### src/rtl/vdma_axi4s_to_axi4_burst.sv
// Video DMA write engine: takes an AXI4-Stream frame, splits each line into AXI4
// INCR bursts and writes it to a strided frame buffer, tracking outstanding bursts.
module vdma_axi4s_to_axi4_burst #(
  parameter int AXI4_ID_WIDTH   = 6,
  parameter int AXI4_ADDR_WIDTH = 32,
  parameter int AXI4_DATA_SIZE  = 3,
  parameter int AXI4_LEN_WIDTH  = 8,
  parameter int STRIDE_WIDTH    = 14,
  parameter int H_WIDTH         = 12,
  parameter int V_WIDTH         = 12,
  parameter int INDEX_WIDTH     = 8,
  parameter int MAX_OUTSTANDING = 4
) (
  input  logic                              aclk,
  input  logic                              areset,

  input  logic                              ctl_enable,
  input  logic                              ctl_update,
  output logic                              ctl_busy,
  output logic [INDEX_WIDTH-1:0]            ctl_index,
  output logic                              ctl_bresp_err,

  input  logic [AXI4_ADDR_WIDTH-1:0]        param_addr,
  input  logic [STRIDE_WIDTH-1:0]           param_stride,
  input  logic [H_WIDTH-1:0]                param_width,
  input  logic [V_WIDTH-1:0]                param_height,
  input  logic [AXI4_LEN_WIDTH-1:0]         param_awlen,

  output logic [AXI4_ID_WIDTH-1:0]          m_axi4_awid,
  output logic [AXI4_ADDR_WIDTH-1:0]        m_axi4_awaddr,
  output logic [AXI4_LEN_WIDTH-1:0]         m_axi4_awlen,
  output logic [2:0]                        m_axi4_awsize,
  output logic [1:0]                        m_axi4_awburst,
  output logic                              m_axi4_awlock,
  output logic [3:0]                        m_axi4_awcache,
  output logic [2:0]                        m_axi4_awprot,
  output logic [3:0]                        m_axi4_awqos,
  output logic [3:0]                        m_axi4_awregion,
  output logic                              m_axi4_awvalid,
  input  logic                              m_axi4_awready,

  output logic [(8<<AXI4_DATA_SIZE)-1:0]    m_axi4_wdata,
  output logic [(1<<AXI4_DATA_SIZE)-1:0]    m_axi4_wstrb,
  output logic                              m_axi4_wlast,
  output logic                              m_axi4_wvalid,
  input  logic                              m_axi4_wready,

  input  logic [AXI4_ID_WIDTH-1:0]          m_axi4_bid,
  input  logic [1:0]                        m_axi4_bresp,
  input  logic                              m_axi4_bvalid,
  output logic                              m_axi4_bready,

  input  logic                              s_axi4s_tuser,
  input  logic                              s_axi4s_tlast,
  input  logic [(8<<AXI4_DATA_SIZE)-1:0]    s_axi4s_tdata,
  input  logic                              s_axi4s_tvalid,
  output logic                              s_axi4s_tready
);

  localparam int DW  = 8 << AXI4_DATA_SIZE;
  localparam int SW  = 1 << AXI4_DATA_SIZE;
  localparam int CW  = ((H_WIDTH > AXI4_LEN_WIDTH) ? H_WIDTH : AXI4_LEN_WIDTH) + 1;
  localparam int CRW = CW + 9;
  localparam logic [CW-1:0]  CW_ONE  = CW'(1'b1);
  localparam logic [CRW-1:0] CRW_ONE = CRW'(1'b1);

  typedef enum logic [1:0] {
    ST_IDLE  = 2'd0,
    ST_SKIP  = 2'd1,
    ST_RUN   = 2'd2,
    ST_DRAIN = 2'd3
  } state_t;

  state_t state_r, state_next_s;

  logic [AXI4_ADDR_WIDTH-1:0] addr_r;
  logic [STRIDE_WIDTH-1:0]    stride_r;
  logic [H_WIDTH-1:0]         width_r;
  logic [V_WIDTH-1:0]         height_r;
  logic [AXI4_LEN_WIDTH-1:0]  awlen_r;
  logic                       busy_r;
  logic [INDEX_WIDTH-1:0]     index_r;
  logic                       bresp_err_r;

  logic [H_WIDTH-1:0]         aw_rem_r;
  logic [V_WIDTH-1:0]         aw_line_r;
  logic [AXI4_ADDR_WIDTH-1:0] aw_addr_r;
  logic [AXI4_ADDR_WIDTH-1:0] aw_line_addr_r;
  logic                       aw_done_r;
  logic [AXI4_ADDR_WIDTH-1:0] awaddr_r;
  logic [AXI4_LEN_WIDTH-1:0]  awlen_out_r;
  logic                       awvalid_r;
  logic [CRW-1:0]             credit_r;
  logic [7:0]                 outstanding_r;

  logic [H_WIDTH-1:0]         w_rem_r;
  logic [V_WIDTH-1:0]         w_line_r;
  logic [AXI4_LEN_WIDTH-1:0]  w_bcnt_r;
  logic [DW-1:0]              wdata_r;
  logic                       wlast_r;
  logic                       wvalid_r;

  logic                       start_s;
  logic                       stop_s;
  logic                       run_init_s;
  logic                       tready_s;
  logic                       t_fire_s;
  logic                       w_slot_s;
  logic                       aw_load_s;
  logic                       aw_hs_s;
  logic                       aw_line_end_s;
  logic                       aw_last_line_s;
  logic [CW-1:0]              burst_beats_s;
  logic [AXI4_ADDR_WIDTH-1:0] stride_ext_s;
  logic                       w_burst_end_s;
  logic                       w_frame_end_s;
  logic                       zero_frame_s;
  logic                       drained_s;
  logic                       unused_s;

  assign burst_beats_s  = (CW'(aw_rem_r) > CW'(awlen_r)) ? (CW'(awlen_r) + CW_ONE) : CW'(aw_rem_r);
  assign aw_line_end_s  = (CW'(aw_rem_r) == burst_beats_s);
  assign aw_last_line_s = (aw_line_r == (height_r - V_WIDTH'(1'b1)));
  assign stride_ext_s   = AXI4_ADDR_WIDTH'(stride_r);
  assign aw_hs_s        = awvalid_r && m_axi4_awready;
  assign aw_load_s      = (state_r == ST_RUN) && !aw_done_r && !awvalid_r &&
                          (outstanding_r < 8'(MAX_OUTSTANDING));

  assign w_slot_s       = !wvalid_r || m_axi4_wready;
  assign t_fire_s       = s_axi4s_tvalid && tready_s && (state_r == ST_RUN);
  assign w_burst_end_s  = (w_bcnt_r == awlen_r) || (w_rem_r == H_WIDTH'(1'b1));
  assign w_frame_end_s  = (w_rem_r == H_WIDTH'(1'b1)) && (w_line_r == (height_r - V_WIDTH'(1'b1)));
  assign zero_frame_s   = (width_r == {H_WIDTH{1'b0}}) || (height_r == {V_WIDTH{1'b0}});
  assign drained_s      = (outstanding_r == 8'd0) && !awvalid_r && !wvalid_r;

  assign ctl_busy        = busy_r;
  assign ctl_index       = index_r;
  assign ctl_bresp_err   = bresp_err_r;
  assign m_axi4_awid     = {AXI4_ID_WIDTH{1'b0}};
  assign m_axi4_awaddr   = awaddr_r;
  assign m_axi4_awlen    = awlen_out_r;
  assign m_axi4_awsize   = 3'(AXI4_DATA_SIZE);
  assign m_axi4_awburst  = 2'b01;
  assign m_axi4_awlock   = 1'b0;
  assign m_axi4_awcache  = 4'b0001;
  assign m_axi4_awprot   = 3'b000;
  assign m_axi4_awqos    = 4'b0000;
  assign m_axi4_awregion = 4'b0000;
  assign m_axi4_awvalid  = awvalid_r;
  assign m_axi4_wdata    = wdata_r;
  assign m_axi4_wstrb    = {SW{1'b1}};
  assign m_axi4_wlast    = wlast_r;
  assign m_axi4_wvalid   = wvalid_r;
  assign m_axi4_bready   = 1'b1;
  assign s_axi4s_tready  = tready_s;
  assign unused_s        = ^{s_axi4s_tlast, m_axi4_bid};

  // Frame state register.
  always_ff @(posedge aclk) begin
    if (areset) begin
      state_r <= ST_IDLE;
    end else begin
      state_r <= state_next_s;
    end
  end

  // Next-state decode; the tuser beat is held back in SKIP so RUN writes it first.
  always_comb begin
    state_next_s = state_r;
    start_s      = 1'b0;
    stop_s       = 1'b0;
    run_init_s   = 1'b0;
    tready_s     = 1'b0;
    case (state_r)
      ST_IDLE: begin
        if (ctl_enable) begin
          start_s      = 1'b1;
          state_next_s = ST_SKIP;
        end else begin
          state_next_s = ST_IDLE;
        end
      end
      ST_SKIP: begin
        if (zero_frame_s) begin
          state_next_s = ST_DRAIN;
        end else if (s_axi4s_tvalid && s_axi4s_tuser) begin
          run_init_s   = 1'b1;
          state_next_s = ST_RUN;
        end else begin
          tready_s     = 1'b1;
        end
      end
      ST_RUN: begin
        tready_s = w_slot_s && (credit_r != {CRW{1'b0}});
        if (s_axi4s_tvalid && tready_s && w_frame_end_s) begin
          state_next_s = ST_DRAIN;
        end else begin
          state_next_s = ST_RUN;
        end
      end
      ST_DRAIN: begin
        if (drained_s) begin
          if (ctl_enable) begin
            start_s      = 1'b1;
            state_next_s = ST_SKIP;
          end else begin
            stop_s       = 1'b1;
            state_next_s = ST_IDLE;
          end
        end else begin
          state_next_s = ST_DRAIN;
        end
      end
      default: begin
        state_next_s = ST_IDLE;
      end
    endcase
  end

  // Control status and shadow parameter capture at frame start.
  always_ff @(posedge aclk) begin
    if (areset) begin
      busy_r   <= 1'b0;
      index_r  <= {INDEX_WIDTH{1'b0}};
      addr_r   <= {AXI4_ADDR_WIDTH{1'b0}};
      stride_r <= {STRIDE_WIDTH{1'b0}};
      width_r  <= {H_WIDTH{1'b0}};
      height_r <= {V_WIDTH{1'b0}};
      awlen_r  <= {AXI4_LEN_WIDTH{1'b0}};
    end else if (start_s) begin
      busy_r  <= 1'b1;
      index_r <= index_r + INDEX_WIDTH'(1'b1);
      if (ctl_update) begin
        addr_r   <= param_addr;
        stride_r <= param_stride;
        width_r  <= param_width;
        height_r <= param_height;
        awlen_r  <= param_awlen;
      end
    end else if (stop_s) begin
      busy_r <= 1'b0;
    end
  end

  // Burst address generator, AW channel register and W-beat credit.
  always_ff @(posedge aclk) begin
    if (areset) begin
      aw_rem_r       <= {H_WIDTH{1'b0}};
      aw_line_r      <= {V_WIDTH{1'b0}};
      aw_addr_r      <= {AXI4_ADDR_WIDTH{1'b0}};
      aw_line_addr_r <= {AXI4_ADDR_WIDTH{1'b0}};
      aw_done_r      <= 1'b0;
      awaddr_r       <= {AXI4_ADDR_WIDTH{1'b0}};
      awlen_out_r    <= {AXI4_LEN_WIDTH{1'b0}};
      awvalid_r      <= 1'b0;
      credit_r       <= {CRW{1'b0}};
    end else begin
      if (aw_hs_s) begin
        awvalid_r <= 1'b0;
      end
      if (run_init_s) begin
        aw_rem_r       <= width_r;
        aw_line_r      <= {V_WIDTH{1'b0}};
        aw_addr_r      <= addr_r;
        aw_line_addr_r <= addr_r;
        aw_done_r      <= 1'b0;
        credit_r       <= {CRW{1'b0}};
      end else begin
        credit_r <= credit_r + (aw_load_s ? CRW'(burst_beats_s) : {CRW{1'b0}})
                             - (t_fire_s ? CRW_ONE : {CRW{1'b0}});
        if (aw_load_s) begin
          awaddr_r    <= aw_addr_r;
          awlen_out_r <= AXI4_LEN_WIDTH'(burst_beats_s - CW_ONE);
          awvalid_r   <= 1'b1;
          if (aw_line_end_s) begin
            aw_rem_r       <= width_r;
            aw_line_r      <= aw_line_r + V_WIDTH'(1'b1);
            aw_line_addr_r <= aw_line_addr_r + stride_ext_s;
            aw_addr_r      <= aw_line_addr_r + stride_ext_s;
            aw_done_r      <= aw_last_line_s;
          end else begin
            aw_rem_r  <= aw_rem_r - H_WIDTH'(burst_beats_s);
            aw_addr_r <= aw_addr_r + (AXI4_ADDR_WIDTH'(burst_beats_s) << AXI4_DATA_SIZE);
          end
        end
      end
    end
  end

  // Outstanding burst count and sticky write-response error; B beats after reset are not counted.
  always_ff @(posedge aclk) begin
    if (areset) begin
      outstanding_r <= 8'd0;
      bresp_err_r   <= 1'b0;
    end else begin
      case ({aw_hs_s, m_axi4_bvalid})
        2'b10: outstanding_r <= outstanding_r + 8'd1;
        2'b01: begin
          if (outstanding_r != 8'd0) begin
            outstanding_r <= outstanding_r - 8'd1;
          end
        end
        default: outstanding_r <= outstanding_r;
      endcase
      if (m_axi4_bvalid && (m_axi4_bresp != 2'b00)) begin
        bresp_err_r <= 1'b1;
      end
    end
  end

  // W register stage with per-line burst tracking for wlast.
  always_ff @(posedge aclk) begin
    if (areset) begin
      w_rem_r  <= {H_WIDTH{1'b0}};
      w_line_r <= {V_WIDTH{1'b0}};
      w_bcnt_r <= {AXI4_LEN_WIDTH{1'b0}};
      wdata_r  <= {DW{1'b0}};
      wlast_r  <= 1'b0;
      wvalid_r <= 1'b0;
    end else begin
      if (run_init_s) begin
        w_rem_r  <= width_r;
        w_line_r <= {V_WIDTH{1'b0}};
        w_bcnt_r <= {AXI4_LEN_WIDTH{1'b0}};
      end else if (t_fire_s) begin
        if (w_burst_end_s) begin
          w_bcnt_r <= {AXI4_LEN_WIDTH{1'b0}};
        end else begin
          w_bcnt_r <= w_bcnt_r + AXI4_LEN_WIDTH'(1'b1);
        end
        if (w_rem_r == H_WIDTH'(1'b1)) begin
          w_rem_r  <= width_r;
          w_line_r <= w_line_r + V_WIDTH'(1'b1);
        end else begin
          w_rem_r  <= w_rem_r - H_WIDTH'(1'b1);
        end
      end
      if (w_slot_s) begin
        wvalid_r <= t_fire_s;
        if (t_fire_s) begin
          wdata_r <= s_axi4s_tdata;
          wlast_r <= w_burst_end_s;
        end
      end
    end
  end

endmodule
### config.mk
export PLATFORM = sky130hd
export DESIGN_NAME = vdma_axi4s_to_axi4_burst
export DESIGN_NICKNAME = d
export VERILOG_FILES = /design/src/rtl/vdma_axi4s_to_axi4_burst.sv
export SDC_FILE = /design/constraint.sdc
export NUM_CORES = 1
export LEC_CHECK = 0
export ABC_AREA = 1
export BUFFER_PORTS_ARGS = -buffer_cell sky130_fd_sc_hd__buf_4
export CORE_MARGIN = 8
export CORE_UTILIZATION = 24
export DETAILED_ROUTE_END_ITERATION = 12
export RECOVER_POWER = 50
export REMOVE_ABC_BUFFERS = 1
export SYNTH_ARGS = -nofsm -noshare
export SYNTH_HDL_FRONTEND = slang
export SYNTH_SLANG_ARGS = --single-unit
### constraint.sdc
create_clock -name aclk -period 4.95 [get_ports aclk]
set_input_delay 0.2475 -clock aclk [delete_from_list [all_inputs] [get_ports aclk]]
set_output_delay 0.2475 -clock aclk [all_outputs]
set_load 0.01 [all_outputs]
# Word-level counts from Yosys, hierarchy flattened
# Index checks and enable logic that the tools add are counted.
# word_totals
register_bits	348
out_inout_bits	154
word_cells	136
# classes
n_addsub	15
order_cmp	2
n_eq_ne	12
muxes	41
bitwise	1
n_reduce_logical	40
# ops
cell	n
$mux W32	6
$mux W12	8
$eq A12 B12 Y1	3
$add A32 B14 Y32	1
$add A32 B15 Y32	1
$add A12 B1 Y12 const B	2
$add A8 B1 Y8 const B	3
$logic_not A12 Y1	2
$sub A12 B1 Y12 const B	2
$add A22 B12 Y22	1
$reduce_bool A22 Y1	1
$sub A22 B1 Y22	1
$mux W1	18
$mux W8	2
$pmux W8 S2	1
$sub A8 B1 Y8 const B	2
$logic_and A1 B1 Y1	14
$reduce_and A2 Y1	7
$eq A12 B1 Y1 const B	1
$gt A12 B8 Y1	1
$reduce_bool A2 Y1	6
$sub A12 B12 Y12	1
$add A8 B1 Y9 const B	1
$eq A8 B8 Y1	1
other kinds (15)	25

# Longest topological paths before layout
# Gate-level depths: netlist of run 1.
# logic_depth
word_depth	8
ltp_mapped	30
mapped_depth_nobuf	30

# Worst setup path before layout of run 1
# No wires, ideal clock.
# synth_timing
path_kind	reg2reg
startpoint	register awlen_r[5]
endpoint	register credit_r[13]
setup_ns	0.070
arrival_time_ns	3.363
required_ns	4.880
setup_slack_ns	1.517
stages_incl_launch_ff	23
n_path_buf	0
cell_sequence	dfxtp_1 inv_1 ha_1 nand4_1 nor2_1 nand2_1 nand2_2 nand2_2 nand2_1 nand2_1 inv_1 nand2_1 ha_1 inv_1 ha_1 nand3_1 nand2_1 nand2_1 a21oi_1 o21ai_0 o21ai_0 or2_2 a21oi_1
# synth_via
elab_chain_cells	5
word_cells_on_any_way	6
cone_classes	3 x add/sub; 1 x order compare; 2 x mux
# synth_rtl
element	line_no	source
start, declared	80	logic [AXI4_LEN_WIDTH-1:0] awlen_r;
start signal, assigned	229	awlen_r <= {AXI4_LEN_WIDTH{1'b0}};
start signal, assigned	238	awlen_r <= param_awlen;
$gt A12 B8 Y1 / $add A8 B1 Y9 (equally long branches)	121	assign burst_beats_s = (CW'(aw_rem_r) > CW'(awlen_r)) ? (CW'(awlen_r) + CW_ONE) : CW'(aw_rem_r);
$mux W12 (*)	121	
$mux W12 (*)	269	credit_r <= credit_r + (aw_load_s ? CRW'(burst_beats_s) : {CRW{1'b0}})
$add A22 B12 Y22 (*)	269	
$sub A22 B1 Y22 (*)	270	- (t_fire_s ? CRW_ONE : {CRW{1'b0}});
end signal, assigned	256	credit_r <= {CRW{1'b0}};
end signal, assigned	267	credit_r <= {CRW{1'b0}};
end signal, assigned	269	
end, declared	93	logic [CRW-1:0] credit_r;
# Every way passes the cells marked *; elsewhere a longest branch is shown, timed or not.
# A chain may end at the register's enable or synchronous reset.

# Worst setup path after layout of run 1
# layout_timing
startpoint	register height_r[0]
endpoint	register credit_r[16]
# layout_via
elab_chain_cells	8
word_cells_on_any_way	11
cone_classes	1 x add/sub; 5 x mux; 5 x reduce/logical
# layout_rtl
element	line_no	source
start, declared	79	logic [V_WIDTH-1:0] height_r;
start signal, assigned	228	height_r <= {V_WIDTH{1'b0}};
start signal, assigned	237	height_r <= param_height;
$logic_not A12 Y1 (*)	133	assign zero_frame_s = (width_r == {H_WIDTH{1'b0}}) || (height_r == {V_WIDTH{1'b0}});
$logic_or A1 B1 Y1 (*)	133	
$mux W1	184	if (zero_frame_s) begin
$pmux W1 S2	174	case (state_r)
$logic_and A1 B1 Y1 (2 in a row)	130	assign t_fire_s = s_axi4s_tvalid && tready_s && (state_r == ST_RUN);
$mux W1	270	
$sub A22 B1 Y22	270	
# Marked as above.

==> results of run 1 <==
[how the worst max path moves through the flow]
| stage | from | to | slack (ns) | cells past startpoint |
|---|---|---|---|---|
| CTS | awlen_r[3] | aw_addr_r[11] | 0.63 | 20 |
| global placement | awlen_r[5] | aw_addr_r[11] | 0.75 | 22 |
| finish | height_r[0] | credit_r[16] | 0.64 | 20 |
| floorplan | height_r[0] | m_axi4_wdata[0] | 1.38 | 12 |
| detailed placement | awlen_r[5] | aw_addr_r[11] | 0.65 | 19 |
| global route | awlen_r[5] | aw_addr_r[11] | 0.21 | 19 |
[flip-flops by register name, summed over array words and instances, names as in the netlist, 12 cells and up]
signal,flops
addr_r,32
aw_addr_r,32
aw_line_addr_r,32
aw_line_r,12
aw_rem_r,12
credit_r,22
height_r,12
m_axi4_awaddr,32
m_axi4_wdata,64
stride_r,14
w_line_r,12
w_rem_r,12
width_r,12
[cells in the final DEF (no fill, tap or decap), types with 7 or more instances in the layout]
cell type	n
nand2_1	631
inv_1	382
dfxtp_1	348
a21oi_1	329
nor2_1	287
nand3_1	235
o21ai_0	231
buf_4	161
dlygate4sd3_1	139
clkbuf_1	124
ha_1	100
xor2_1	59
clkbuf_16	44
nand4_1	43
conb_1	42
nor3_1	36
xnor2_1	17
o21ai_1	16
a31oi_1	13
nand3b_1	11
inv_2	10
nor4_1	10
a21o_1	8
clkbuf_8	8
or2_2	7
[area by class of cell]
class | count | share of cell area (%)
clock inverters | 17 | 0.932
well taps | 1144 | 5.58
multi-input cells | 2161 | 43.7
diodes | 1 | 0.00976
repair buffers | 421 | 12.0
inverters | 397 | 5.86
flip-flops and latches | 348 | 27.2
clock buffers | 58 | 4.81
[worst max-delay path, cell delays in order (launching register included)]
cell and delay, ns:
dfxtp_1 0.36, clkinv_1 0.21, ha_1 0.35, nand3_1 0.20, nor2_1 0.13, nand2_4 0.10
nand4_1 0.22, nand2_1 0.19, nand3_1 0.23, nor2_1 0.25, inv_1 0.08, nand2_1 0.06
ha_1 0.15, inv_1 0.05, fa_1 0.40, nor2_1 0.17, nor2_1 0.09, o21ai_0 0.43
nand3_1 0.20, a21o_1 0.20, a21oi_1 0.13
[routing by layer]
layer / wire (µm) / share of wire (%)
met1: 30800 / 45
met2: 31600 / 46
met3: 4140 / 6.0
met4: 2600 / 3.8
met5: 13 / 0.019
[what timing repair did]
action / in CTS / in global routing
setup endpoints to repair: 0 / 0
hold endpoints to repair: 138 / 0
hold buffers: 139 / 0
[logic make-up (layout without fill, tap and decap cells)]
family / Yosys count / after routing / share of synthesized area, %
xor gates and xnor gates: 76 / 76 / 3.27
AOI/OAI and AO/OA: 639 / 639 / 16.5
DFF: 348 / 348 / 34.2
buffers and inverters: 538 / 893 / 11.5
adders and majority gates: 105 / 105 / 6.63
and+or+nand+nor: 1299 / 1299 / 27.9
other: 2 / 43 / 0.0369
[report_power, final]
part           leakage [nW]  switching, W  total [W]  internal [W]
clock                 0.713       0.00136    0.00332       0.00197
combinational          7.40       0.00546    0.00830       0.00284
sequential             2.82      0.000300    0.00349       0.00319
total                  10.9       0.00712     0.0151       0.00800
[through the flow]
step                power, W  util, %  hold slack (ns)  instance area (µm²)  std cells
floorplan            0.00963        -            0.317                19700       2906
global placement      0.0117     27.5            0.435                23300       4332
detailed placement    0.0118     27.5            0.439                23300       4332
CTS                   0.0153     30.9          0.00432                26100       4546
global route          0.0165     30.3           0.0179                25600       4546
finish                0.0151     30.3           0.0180                25600       4547
==> flow_metrics.py, run 1 <==
metrics = {
    "status": {
        "outcome": "finished, violations left",
        "violations": "capacitance limit, slew limit",
    },
    "floorplan": {
        "die-area_um2": 94500,
        "fp.dieW_um": 307,
        "dieHeight_um": 307,
        "start_util_pct": 24.1,
        "io-pin-count": 314,
        "num_rows": 107,
        "core_area_um2": 84600,
    },
    "placement": {
        "gp_congestion": 0.901,
        "pre_cts_ws_ns": 0.647,
        "hpwl_um": 50800,
        "portBuffers": 270,
    },
    "grt": {
        "grt.met1_usage_pct": 18.0,
        "grt_most_used_layer": "met2",
        "antenna_found_initial": 1,
        "grt_use_met3_pct": 2.50,
        "grt_pass1_vias": 19500,
        "overflow": 0,
        "gr-usage-all-layers_pct": 13.9,
        "grt_max_degree": 157,
        "grt_pass1_wl_um": 107000,
        "gr-usage-met2_pct": 22.9,
    },
    "yosys": {
        "ys_ff_latch": 348,
        "ys_top_cells_by_area": "dfxtp_1 34%, nand2_1 12%, a21oi_1 8.1%, inv_1 7.1%, ha_1 6.1%",
        "ys_dominant_reg_cell": "dfxtp_1",
        "synth_top_area_share_pct": 34.2,
        "synth_area_leader_cell": "dfxtp_1",
        "syn_area_um2": 20400,
        "yosysUniqueCellTypes": 61,
        "ys_seq_area_share_pct": 34.2,
        "yosysWarnings": 0,
        "synth_edf_count": 0,
        "async_flop_share_pct": 0,
        "ys_top_cells_by_count": "630 x nand2_1, 383 x inv_1, 348 x dfxtp_1",
        "syn_inst": 3007,
        "synth.most_common_cell": "nand2_1",
        "avgSynthCellArea_um2": 6.78,
    },
    "setup_path": {
        "setup.worst_path.end_class": "flip-flop",
        "critPathArrivalTime_ns": 4.82,
        "path_class": "reg2reg",
        "reg2reg_to": "credit_r[16]",
        "ff2ff_path_depth": 20,
        "cp-start-kind": "flip-flop",
        "path_max_fanout": 8,
        "r2r_slack_ns": 0.64,
        "crit_required_ns": 5.46,
        "worstReg2RegStart": "height_r[0]",
    },
    "sta": {
        "finalSetupViolCount": 0,
        "fmax_mhz": 232,
        "rsz0062_at_grt": "no",
        "min_period_ns": 4.31,
        "hold_viol": 0,
        "fin_skew_ns": 0.0384,
        "timing.setup.tns_ns": 0,
        "period_share_pct": 87.2,
        "worst_slack_ns": 0.635,
        "worstMarginPinSlew_ns": 2.75,
        "slew_headroom_pct": -83.2,
        "maxSlewViolCount": 157,
    },
    "final_layout": {
        "multi_input_area_um2": 11200,
        "n_fill_cell": 9347,
        "final_nets": 3637,
        "drive_gt1_share_pct": 8.50,
        "seqCellArea_um2": 6970,
        "syn2layout_area_growth_pct": 25.9,
    },
    "drt": {
        "wl_per_cell_um": 15.2,
        "drt_pass1_iterations": 6,
        "wl_um": 69200,
        "drc_errors": 0,
        "avgViaCountPerCell": 4.51,
        "ant_nets": 0,
        "via_count": 20500,
        "drtIter0Drc": 1620,
    },
    "pwr": {
        "p_leak_nw": 10.9,
        "peakVddDrop_mv": 0.515,
        "p_per_area_nw_per_um2": 589,
    },
    "worst_hold_path": {
        "holdCritStartpoint": "param_width[8]",
        "min_to": "width_r[8]",
        "hp-class": "in2reg",
        "hold_path_depth": 3,
    },
    "clock_network": {
        "htree_levels": 2,
        "cts_made_buffers": 43,
        "clock_latency_ns": 0.60,
        "clock_sinks": 348,
        "cts_resized": 0,
        "clk_pin_slew_ns": 0.06,
        "cts_tree": "done",
        "post-cts-setup-buffers": 0,
        "clk_path_buf_depth": 3,
        "cts_root_buf": "clkbuf_16",
    },
    "run": {
        "cap_violations": 1,
    },
}
Note: power is estimated with default switching activity, not from simulation.
==> run 2: changes to the inputs <==
--- a/config.mk
+++ b/config.mk
@@ -9,6 +9,7 @@
 export BUFFER_PORTS_ARGS = -buffer_cell sky130_fd_sc_hd__buf_4
 export CORE_MARGIN = 8
 export CORE_UTILIZATION = 24
+export CTS_BUF_LIST = sky130_fd_sc_hd__clkbuf_8
 export DETAILED_ROUTE_END_ITERATION = 12
 export RECOVER_POWER = 50
 export REMOVE_ABC_BUFFERS = 1
==> run 2 against run 1 <==
Against the previous run:
- the flow still finishes with violations (capacitance limit, slew limit)
- sequential share of layout area is 0.17 points lower
- clock-buffer cell count is 30 higher
- critical endpoint is now aw_addr_r[8]
- worst setup slack worse by 0.12 ns
- critical path type unchanged
- global-route usage is 0.18 points higher
- die area stayed put
- largest power group unchanged
- register-to-register slack worse by 0.12 ns
- first-iteration DRC count is 3.3% higher
- sequential power hardly changed
- combinational power is 0.5% higher
- maximum frequency is 2.7% lower
==> flow_metrics.py, run 2 (same netlist as run 1, synthesis figures left out) <==
metrics = {
    "final_layout": {
        "syn2layout_area_growth_pct": 26.7,
        "antenna_cells": 0,
        "final_common_cell": "nand2_1",
        "drive_gt1_share_pct": 9.39,
        "design_area_um2": 25800,
        "mostFrequentLayoutCells": "631 x nand2_1, 402 x inv_1, 348 x dfxtp_1, 329 x a21oi_1, 288 x nor2_1",
        "final_nets": 3673,
        "largest_reg_flops": 64,
        "final_util_pct": 30.5,
        "seqCellArea_um2": 6970,
        "multi_input_area_um2": 11200,
        "n_fill_cell": 9386,
    },
    "status": {
        "outcome": "finished, violations left",
        "violations": "capacitance limit, slew limit",
    },
    "drt": {
        "drc_errors": 0,
        "wl_um": 69800,
        "avgViaCountPerCell": 4.51,
        "wl_per_cell_um": 15.2,
        "ant_nets": 0,
        "via_count": 20800,
        "drt_pass1_iterations": 6,
        "drtIter0Drc": 1674,
    },
    "clock_network": {
        "htree_levels": 3,
        "clk_pin_slew_ns": 0.06,
        "clock_latency_ns": 0.67,
        "clk_path_buf_depth": 3,
        "post-cts-setup-buffers": 0,
        "cts_resized": 0,
        "cts_made_buffers": 71,
        "clock_sinks": 348,
        "cts_root_buf": "clkbuf_8",
        "cts_tree": "done",
    },
    "placement": {
        "place_area_um2": 23300,
        "portBuffers": 270,
        "hpwl_um": 50800,
        "gp_congestion": 0.901,
    },
    "pwr": {
        "combPwrFrac_pct": 54.9,
        "clkPwrFrac_pct": 22.0,
        "p_seq_share_pct": 23.0,
        "total_power_w": 0.0152,
        "switchingPower_w": 0.00724,
        "peakVddDrop_mv": 0.525,
        "swShare_pct": 47.7,
        "p_per_area_nw_per_um2": 588,
        "intPower_w": 0.00794,
        "p_leak_nw": 11.1,
    },
    "sta": {
        "period_share_pct": 89.6,
        "slew_headroom_pct": -84.0,
        "rsz0062_at_grt": "no",
        "hold_viol": 0,
        "maxSlewViolCount": 157,
        "finalSetupViolCount": 0,
        "fmax_mhz": 225,
        "fin_skew_ns": 0.0353,
        "min_period_ns": 4.44,
        "timing.setup.tns_ns": 0,
        "worstMarginPinSlew_ns": 2.76,
        "hold-worst-slack_ns": 0.0962,
    },
    "grt": {
        "overflow": 0,
        "grt_pass1_vias": 19800,
        "antenna_found_initial": 1,
        "grt_pass1_wl_um": 108000,
        "grt_max_degree": 157,
        "gr-usage-all-layers_pct": 14.1,
    },
    "setup_path": {
        "crit_required_ns": 5.53,
        "cpLargestDelayFamily": "simple AND/OR/NAND/NOR gates",
        "critical_path_buf_inv_count": 3,
        "critPathArrivalTime_ns": 5.02,
        "crit_slowest_cell": "nor2_1",
        "path_max_fanout": 33,
        "cp-start-kind": "flip-flop",
        "path_class": "reg2reg",
        "setup.worst_path.end_class": "flip-flop",
        "crit_top_cell": "nor2_1",
        "cpPeakStageDelay_ns": 1.07,
        "crit_chain": "clkinv_1, ha_1, nand3_1, nor2_1, nand2_4, nand4_4, inv_4, nor2_1, inv_2, nor2_1, nand2_1, o21ai_0",
    },
    "floorplan": {
        "dieHeight_um": 307,
        "io-pin-count": 314,
        "num_rows": 107,
        "die-area_um2": 94500,
        "start_util_pct": 24.1,
        "fp.dieW_um": 307,
        "core_area_um2": 84600,
    },
    "run": {
        "cap_violations": 1,
    },
    "worst_hold_path": {
        "hp-class": "in2reg",
    },
}
## run 2: worst min-delay path, delay by kind of cell
kind                   cells  cell delay [ns]
AOI/OAI and AO/OA          2             0.23
and+or+nand+nor            2             0.12
buffers and inverters      1             0.10
## run 2: path summary, 6_finish.rpt
| kind | cells after the start | endpoint | slack, ns | startpoint |
|---|---|---|---|---|
| min | 5 | outstanding_r[7] | 0.1 | m_axi4_bvalid |
| max | 12 | aw_addr_r[8] | 0.51 | height_r[0] |
| min reg2reg | 2 | addr_r[13] | 0.45 | addr_r[13] |
| max reg2reg | 12 | aw_addr_r[8] | 0.51 | height_r[0] |
## run 2: area by class of cell
cell class / instances / share of cell area (%)
Multi-Input combinational cell: 2161 / 43.3
Inverter: 397 / 5.82
Clock buffer: 88 / 4.69
Timing Repair Buffer: 429 / 12.2
Sequential cell: 348 / 27.0
Tap cell: 1144 / 5.55
Clock inverter: 38 / 1.37
## run 2: routing by layer
| metal | routed length, µm | share of wire (%) | global-route usage (%) |
|---|---|---|---|
| met5 | 13 | 0.019 | 0 |
| met3 | 4220 | 6.0 | 2.98 |
| met2 | 31900 | 46 | 23.0 |
| met1 | 31100 | 45 | 18.1 |
| met4 | 2560 | 3.7 | 5.41 |
## run 2: per-stage QoR
stage          setup slack (ns)  instances
2_1_floorplan              1.38       2906
3_3_place_gp              0.750       4332
3_5_place_dp              0.647       4332
4_1_cts                   0.625       4605
5_1_grt                   0.207       4605
6_report                  0.514       4605
## run 2: power groups by stage
| stage | sequential [W] | clock (W) | combinational, W |
|---|---|---|---|
| after floorplan | 0.00348 | 0 | 0.00615 |
| after global placement | 0.00354 | 0 | 0.00820 |
| after detailed placement | 0.00355 | 0 | 0.00822 |
| after CTS | 0.00349 | 0.00345 | 0.00837 |
| after global routing | 0.00354 | 0.00357 | 0.00944 |
| final | 0.00350 | 0.00334 | 0.00834 |
## run 2: repair_timing
item                                    4_1_cts  5_1_grt
hold endpoints to repair                    145        0
endpoints found under the setup margin        0        0
hold buffers                                147        0
==> run 3: changes to the inputs <==
--- a/config.mk
+++ b/config.mk
@@ -8,9 +8,10 @@
 export ABC_AREA = 1
 export BUFFER_PORTS_ARGS = -buffer_cell sky130_fd_sc_hd__buf_4
 export CORE_MARGIN = 8
-export CORE_UTILIZATION = 24
+export CORE_UTILIZATION = 45
 export CTS_BUF_LIST = sky130_fd_sc_hd__clkbuf_8
 export DETAILED_ROUTE_END_ITERATION = 12
+export PLACE_DENSITY = 0.66
 export RECOVER_POWER = 50
 export REMOVE_ABC_BUFFERS = 1
 export SYNTH_ARGS = -nofsm -noshare
==> constraint.sdc (replaced) <==
create_clock -name aclk -period 4.8 [get_ports aclk]
set_input_delay 0.24 -clock aclk [delete_from_list [all_inputs] [get_ports aclk]]
set_output_delay 0.24 -clock aclk [all_outputs]
set_load 0.01 [all_outputs]
==> run 3 against run 2 <==
Against the previous run:
- the run still ends with capacitance limit, slew limit left
- sequential power grew 3%
- hold slack lost 0.067 ns
- sequential share of layout area grew 0.99 points
- via count grew 1.2%
- largest cell class unchanged
==> flow_metrics.py, run 3 (same netlist as run 1, synthesis figures left out) <==
metrics = {
    "sta": {
        "finalSetupViolCount": 0,
        "slew_headroom_pct": -107,
        "worstMarginPinSlew_ns": 3.10,
        "fin_skew_ns": 0.0383,
        "period_share_pct": 91.5,
        "hold_viol": 0,
        "rsz0062_at_grt": "no",
        "timing.setup.tns_ns": 0,
        "fmax_mhz": 228,
        "min_period_ns": 4.39,
        "maxSlewViolCount": 204,
    },
    "floorplan": {
        "core_area_um2": 45000,
        "io-pin-count": 314,
        "dieHeight_um": 229,
        "num_rows": 78,
        "die-area_um2": 52300,
        "fp.dieW_um": 229,
        "start_util_pct": 45.3,
    },
    "grt": {
        "grt_pass1_wl_um": 106000,
        "gr-usage-all-layers_pct": 24.4,
        "antenna_found_initial": 0,
        "grt_max_degree": 125,
        "overflow": 0,
        "grt_pass1_vias": 20600,
    },
    "final_layout": {
        "mostFrequentLayoutCells": "630 x nand2_1, 402 x inv_1, 348 x dfxtp_1, 329 x a21oi_1, 287 x nor2_1",
        "drive_gt1_share_pct": 9.29,
        "largest_reg_flops": 64,
        "final_common_cell": "nand2_1",
        "syn2layout_area_growth_pct": 22.2,
        "instances_no_fill": 4058,
        "final_nets": 3674,
    },
    "setup_path": {
        "setup.worst_path.end_class": "flip-flop",
        "crit_required_ns": 5.28,
        "critPathArrivalTime_ns": 4.87,
        "path_max_fanout": 33,
        "path_class": "reg2reg",
        "cp-start-kind": "flip-flop",
        "ff2ff_path_depth": 12,
    },
    "status": {
        "outcome": "finished, violations left",
        "violations": "capacitance limit, slew limit",
    },
    "drt": {
        "wl_per_cell_um": 16.4,
        "ant_nets": 0,
        "drc_errors": 0,
        "drtIter0Drc": 1510,
        "drt_pass1_iterations": 6,
        "wl_um": 66700,
        "via_count": 21000,
        "avgViaCountPerCell": 5.18,
    },
    "clock_network": {
        "clock_sinks": 348,
        "htree_levels": 3,
        "cts_tree": "done",
        "cts_root_buf": "clkbuf_8",
        "clock_latency_ns": 0.62,
        "cts_made_buffers": 66,
        "clk_pin_slew_ns": 0.06,
        "clk_path_buf_depth": 3,
        "post-cts-setup-buffers": 0,
    },
    "placement": {
        "hpwl_um": 47600,
        "place_inst": 3794,
        "portBuffers": 270,
        "gp_congestion": 0.955,
    },
    "worst_hold_path": {
        "hold_path_depth": 3,
        "hp-class": "in2reg",
    },
    "run": {
        "cap_violations": 3,
    },
    "pwr": {
        "total_power_w": 0.0152,
        "p_leak_nw": 11.0,
        "p_per_area_nw_per_um2": 610,
        "peakVddDrop_mv": 0.456,
    },
}
run 3: changes by cell type in the layout (fill, tap and decap cells not counted), moves of 2 or more:
cell / before / now
nand2_2: 6 / 8
diode_2: 0 / 2
clkinv_2: 6 / 14
buf_4: 161 / 166
clkbuf_8: 88 / 77
inv_8: 3 / 0
clkinv_8: 2 / 0
clkinvlp_4: 0 / 2
bufinv_16: 5 / 2
clkbuf_1: 118 / 120
inv_12: 2 / 0
run 3: worst max-delay path, cell delays in order, from the launching register on:
cell and delay, ns:
dfxtp_1 0.36, clkinv_1 0.22, ha_1 0.35, nand3_1 0.18, nor2_1 0.10, nand2_1 0.15, nand4_1 0.81, buf_4 0.53
inv_4 0.38, nor2_4 0.19, inv_2 0.46, buf_4 0.36, a21oi_1 0.10
run 3: final timing paths:
check             slack, ns      endpoint             from
hold reg to reg        0.45     addr_r[5]        addr_r[5]
setup reg to reg       0.41  credit_r[18]      height_r[0]
hold / removal         0.03   width_r[10]  param_width[10]
setup / recovery       0.41  credit_r[18]      height_r[0]
run 3: routing by layer:
metal	share of wire, %	routed length [µm]	up-vias	global-route usage (%)
met2	49	32400	609	43.0
met5	0	0	-	0
met4	4.4	2910	0	10.9
met1	42	28000	9689	29.0
met3	5.0	3330	175	4.00
li1	-	-	10600	-
run 3: report_power, final:
group          total, W  internal [W]  switching (W)  leakage [nW]
Sequential      0.00359       0.00329       0.000293          2.82
Clock           0.00289       0.00157        0.00132         0.743
Combinational   0.00872       0.00299        0.00573          7.45
Total            0.0152       0.00785        0.00734          11.0
run 3: stage by stage:
step                util, %  worst slack (ns)  area [µm²]  hold WS [ns]
finish                 55.3             0.406       24900        0.0287
global route           55.3             0.108       24900        0.0242
CTS                    56.4             0.602       25400      0.000502
detailed placement     50.3             0.621       22600         0.439
global placement       50.3             0.742       22600         0.434
floorplan                 -              1.23       19700         0.309
run 3: timing repair:
action	4_1_cts	5_1_grt
hold buffers	147	0
endpoints found under the hold margin	149	0
resized for setup	0	0
run 3: cell type report:
cell class / count / area, µm²
diodes: 2 / 5.00
multi-input cells: 2161 / 11200
repair buffers: 435 / 3190
well taps: 600 / 751
fillers: 4508 / 20100
flip-flops and latches: 348 / 6970
clock inverters: 38 / 220
clock buffers: 77 / 1060
inverters: 397 / 1500
